## config.mk

```make
export PLATFORM = sky130hd
export DESIGN_NAME = rr_mux8_arbiter
export DESIGN_NICKNAME = d
export VERILOG_FILES = /design/src/rtl/rr_mux8_arbiter_pkg.sv /design/src/rtl/rr_mux8_arbiter_mux.sv /design/src/rtl/rr_mux8_arbiter_pick.sv /design/src/rtl/rr_mux8_arbiter.sv
export SDC_FILE = /design/constraint.sdc
export NUM_CORES = 1
export LEC_CHECK = 0
export CORE_ASPECT_RATIO = 0.5
export CORE_MARGIN = 3
export CORE_UTILIZATION = 30
export CTS_CLUSTER_SIZE = 20
export DETAILED_ROUTE_END_ITERATION = 7
export HOLD_SLACK_MARGIN = 0.15
export PLACE_DENSITY = 0.66
export SLEW_MARGIN = 10
export SYNTH_ARGS = -nofsm -noshare
export SYNTH_HDL_FRONTEND = slang
export SYNTH_HIERARCHICAL = 1
export SYNTH_SLANG_ARGS = --single-unit
```

## constraint.sdc

```tcl
create_clock -name clk -period 3.9 [get_ports clk]
set_input_delay 0.585 -clock clk [delete_from_list [all_inputs] [get_ports clk]]
set_output_delay 0.585 -clock clk [all_outputs]
set_load 0.005 [all_outputs]
```

## src/rtl/rr_mux8_arbiter_pkg.sv

```systemverilog
// rr_mux8_arbiter_pkg: shared constants and round-robin helpers for the arbiter slice.
package rr_mux8_arbiter_pkg;
  localparam int N_SRC = 8;
  localparam int W = 16;
  localparam int SEL_W = 3;
  function automatic logic [N_SRC-1:0] onehot3to8(input logic [SEL_W-1:0] s);
    return N_SRC'(1) << s;
  endfunction
  // Returns {any, win}; scanning from the far end lets the nearest requester overwrite.
  function automatic logic [SEL_W:0] rr_pick(input logic [N_SRC-1:0] req, input logic [SEL_W-1:0] ptr);
    logic [SEL_W-1:0] idx;
    logic [SEL_W:0] r;
    r = '0;
    for (int k = N_SRC - 1; k >= 0; k--) begin
      idx = ptr + SEL_W'(k);
      if (req[idx]) r = {1'b1, idx};
    end
    return r;
  endfunction
endpackage

```

## src/rtl/rr_mux8_arbiter_mux.sv

```systemverilog
// Mux8Way16: 16-bit, 8-way word selector used as the shared datapath.
module Mux8Way16 (
  input  logic [15:0] a,
  input  logic [15:0] b,
  input  logic [15:0] c,
  input  logic [15:0] d,
  input  logic [15:0] e,
  input  logic [15:0] f,
  input  logic [15:0] g,
  input  logic [15:0] h,
  input  logic [2:0]  sel,
  output logic [15:0] out
);
  logic [15:0] w_arr [8];
  assign w_arr = '{a, b, c, d, e, f, g, h};
  assign out = w_arr[sel];
endmodule

```

## src/rtl/rr_mux8_arbiter_pick.sv

```systemverilog
// rr_pick8: combinational round-robin pick of the first requester at or after ptr.
module rr_pick8
  import rr_mux8_arbiter_pkg::*;
(
  input  logic [N_SRC-1:0] req,
  input  logic [SEL_W-1:0] ptr,
  output logic [SEL_W-1:0] win,
  output logic             any
);
  assign {any, win} = rr_pick(req, ptr);
endmodule

```

## src/rtl/rr_mux8_arbiter.sv

```systemverilog
// rr_mux8_arbiter: round-robin sharing of one 8-way 16-bit mux with a registered valid/ready output.
module rr_mux8_arbiter
  import rr_mux8_arbiter_pkg::*;
(
  input  logic             clk,
  input  logic             reset,
  input  logic [N_SRC-1:0] req,
  input  logic [W-1:0]     i0,
  input  logic [W-1:0]     i1,
  input  logic [W-1:0]     i2,
  input  logic [W-1:0]     i3,
  input  logic [W-1:0]     i4,
  input  logic [W-1:0]     i5,
  input  logic [W-1:0]     i6,
  input  logic [W-1:0]     i7,
  output logic [N_SRC-1:0] gnt,
  output logic [W-1:0]     out,
  output logic             out_valid,
  input  logic             out_ready,
  output logic [SEL_W-1:0] src,
  output logic [W-1:0]     count
);
  logic [SEL_W-1:0] r_ptr, r_src, w_win;
  logic [W-1:0]     r_out, r_count, w_mux;
  logic             r_valid, w_any, w_cap, w_acc;
  rr_pick8 u_pick (.req(req), .ptr(r_ptr), .win(w_win), .any(w_any));
  Mux8Way16 u_mux (
    .a(i0), .b(i1), .c(i2), .d(i3), .e(i4), .f(i5), .g(i6), .h(i7),
    .sel(w_win), .out(w_mux)
  );
  // Out_valid doubles as the IDLE/FULL state; a capture needs an empty or draining slot.
  assign w_acc = r_valid & out_ready;
  assign w_cap = !reset & w_any & (!r_valid | out_ready);
  assign gnt = w_cap ? onehot3to8(w_win) : '0;
  assign out = r_out;
  assign out_valid = r_valid;
  assign src = r_src;
  assign count = r_count;
  always_ff @(posedge clk) begin
    if (reset) begin
      r_out   <= '0;
      r_valid <= 1'b0;
      r_src   <= '0;
      r_ptr   <= '0;
      r_count <= '0;
    end else begin
      if (w_acc) r_count <= r_count + W'(1);
      if (w_cap) begin
        r_out   <= w_mux;
        r_src   <= w_win;
        r_valid <= 1'b1;
        r_ptr   <= w_win + SEL_W'(1);
      end else if (w_acc) begin
        r_valid <= 1'b0;
      end
    end
  end
endmodule

```

==> run_results.csv <==
group,metric,value,unit
run_status,status,"finished with violations",
run_status,violations,"negative setup slack",
min_path,hold_end,"src[0]$_SDFFE_PP0P_",
logic_synthesis,syn_nets,454,
global_route,gr-total-overflow,0,
sta,finalSetupViolations,3,
critical_path,worst_ep_required_time,3.31,ns
layout,n_fill_cell,979,
critical_path,worst-r2r-setup-slack,0.13,ns
sta,max_freq,251,MHz
clock_tree,cts_max_path_buffers,2,
clock_tree,clk_latency,0.28,ns
logic_synthesis,ys.flop_type,"dfxtp_1",
critical_path,cp-start-kind,"flop",
power_and_ir_drop,cellPowerDensity,816,nW/um^2
global_route,grt_pass1_vias,3422,
placed_design,place_area,5740,sq um
min_path,hp-class,"reg -> reg",
critical_path,cp-startpoint,"r_ptr[0]$_SDFFE_PP0P_",
drt,post_drt_wl_per_cell,17.0,microns
min_path,min_from,"src[0]$_SDFFE_PP0P_",
floorplan,std_cell_rows,27,
power_and_ir_drop,p_leak,2.35,nW
logic_synthesis,yosys_warnings,6,
logic_synthesis,yosysMostFrequentCell,"dfxtp_1",
clock_tree,hold_buffers,0,
drt,routed_wl,11700,microns
clock_tree,cts_tree,"built",
layout,final_net_count,676,
power_and_ir_drop,ir_drop,0.459,mV
drt,vias,3432,
critical_path,rr_startpoint,"r_ptr[0]$_SDFFE_PP0P_",
sta,clock_skew,0.00544,ns
sta,slew_headroom,76.6,%
drt,drtPass1Iterations,4,
logic_synthesis,synth.yosys.seq_area_share,22.3,%
floorplan,die_h,82.4,microns
layout,area_growth,74.7,%
logic_synthesis,ys_seq_elements,39,
clock_tree,cts_sinks,39,
sta,drv_slew,0,
layout,drive_gt1_share,25.5,%
layout,fin_area,6120,sq um
global_route,antenna_found_initial,0,
clock_tree,numCtsBuffers,5,
logic_synthesis,synth_area,3500,sq um
logic_synthesis,synth_edf_count,0,
drt,dr.first_iter.drc_count,127,
floorplan,initial_core_util,31.3,%
sta,finalCritPeriodShare,102,%
global_route,grt_usage,16.2,%
clock_tree,htreeDepth,2,
drt,vias_per_cell,4.99,
sta,setup_ws,-0.0783,ns
sta,final_hold_viol_count,0,
clock_tree,cts-root-buf,"clkbuf_16",
logic_synthesis,synth.distinct_cells,58,
logic_synthesis,synth_area_leaders,"mux4_1 (24%), dfxtp_1 (22%), mux4_2 (7.1%), mux2_2 (6.4%), a22o_1 (4.2%)",
floorplan,die-width,159,microns
critical_path,worstPathArrival,3.39,ns
placed_design,post-dp-hpwl,8920,microns
critical_path,r2r_cells,13,
logic_synthesis,synth_cells,306,
floorplan,die-area,13100,sq um
logic_synthesis,synthTopCellsByCount,"dfxtp_1 (39), mux4_1 (32), mux2_2 (20)",
global_route,grt_pass1_wl,17100,microns
placed_design,gp_congestion,0.876,
logic_synthesis,synth_top_cell_by_area,"mux4_1",
logic_synthesis,synth-async-reset-ratio,0,%
drt,drtAntennaViolNets,0,
logic_synthesis,syn_avg_cell_area,11.5,sq um
placed_design,port_buffers,182,
sta,min_period,3.98,ns
clock_tree,path_clk_slew,0.06,ns
floorplan,core,11200,sq um
floorplan,ios,183,
power_and_ir_drop,total_power,4.99,mW
critical_path,crit_fanout,7,
critical_path,path_class,"reg -> out",
sta,rsz0062_at_grt,"yes",
flow_run,drv_cap,0,
sta,worst_slew_pin_slew,0.350,ns
min_path,hold_depth,2,
drt,drc,0,
global_route,grt_max_degree,33,
layout,antennaDiodeCount,0,
logic_synthesis,synth_top_area_share,24.0,%
critical_path,end_kind,"output port",
critical_path,reg2reg_to,"out[3]$_SDFFE_PP0P_",
worst max-delay path by stage:
stage | end | slack, ns | cells past startpoint
after CTS | gnt[6] | -0.08 | 11
after global routing | gnt[6] | -0.28 | 10
final | gnt[6] | -0.08 | 10
after floorplan | out[0]$_SDFFE_PP0P_ | 0.003 | 15
after detailed placement | gnt[3] | -0.38 | 10
after global placement | gnt[3] | -0.34 | 10
power by group:
group	switching [mW]	internal, mW
clock network	0.164	0.302
logic	1.58	2.40
registers	0.0534	0.497
total	1.80	3.19
layout by cell type (no fill, tap or decap), types with 3 or more instances in the layout:
cell / instances
a21oi_1: 9
a22o_1: 17
and2_1: 3
and3_1: 6
buf_12: 3
buf_4: 48
clkbuf_16: 7
clkbuf_2: 3
clkdlybuf4s50_1: 169
dfxtp_1: 37
dlygate4sd2_1: 8
ha_1: 5
ha_4: 3
inv_1: 10
inv_2: 3
mux2_2: 18
mux2_4: 4
mux2i_1: 4
mux4_1: 27
mux4_2: 16
nand2_1: 17
nand3_1: 9
nor2_1: 18
nor3_1: 5
nor4_1: 3
o21ai_0: 9
xnor2_1: 10
xor2_1: 4
state kept, by name, indices dropped and copies added, names as in the netlist:
| signal | flops |
|---|---|
| src | 3 |
| r_ptr | 3 |
| count | 16 |
| out | 16 |
| out_valid | 1 |
layout make-up:
class                   instances  area [sq um]  share of cell area [%]
flip-flops and latches         39           783                    12.8
clock buffers                   5           125                    2.04
clock inverters                 3          43.8                   0.715
inverters                      13          48.8                   0.797
well taps                     159           199                    3.25
multi-input cells             233          2650                    43.2
repair buffers                236          2280                    37.2
per-stage QoR:
stage / worst slack [ns] / utilization (%) / cells / hold slack [ns] / setup TNS, ns
6_report: -0.0783 / 54.8 / 688 / 0.448 / -0.220
3_5_place_dp: -0.380 / 51.3 / 666 / 0.441 / -6.44
4_1_cts: -0.0780 / 53.8 / 683 / 0.455 / -0.230
5_1_grt: -0.275 / 54.8 / 688 / 0.479 / -1.06
2_1_floorplan: 0.00327 / - / 306 / 0.447 / 0
3_3_place_gp: -0.338 / 51.3 / 666 / 0.438 / -5.54
logic make-up after synthesis:
family,count (synthesis),synth area share (%)
mux,72,40.6
compound gates,54,11.1
buf+inv,34,5.50
flops,39,22.3
fa+ha+maj,9,3.21
xor+xnor,15,3.75
simple gates,83,13.5
routing by layer:
metal / wire (microns) / up-vias / part of all wire [%] / track usage, %
met4: 90 / 0 / 0.77 / 2.79
met3: 606 / 8 / 5.2 / 3.29
li1: - / 1657 / - / -
met1: 4980 / 1669 / 43 / 19.9
met5: 0 / - / 0 / 0
met2: 6020 / 98 / 51 / 30.5
timing repair:
action                                  in CTS  in global routing
endpoints found under the setup margin       8                 24
resized for setup                           36                 18
pin swaps                                    8                  1
gates cloned                                 0                  2
buffers inserted                             9                  5
worst max-delay path: stages (launching register included):
cell	delay (ns)
dfxtp_2	0.33
inv_2	0.05
ha_4	0.32
mux2_4	0.30
mux4_2	0.57
a2111oi_4	0.29
o311ai_4	0.12
a22oi_2	0.25
ha_1	0.21
and3_1	0.15
clkdlybuf4s50_1	0.50
Power figures use the tool's default switching activity.
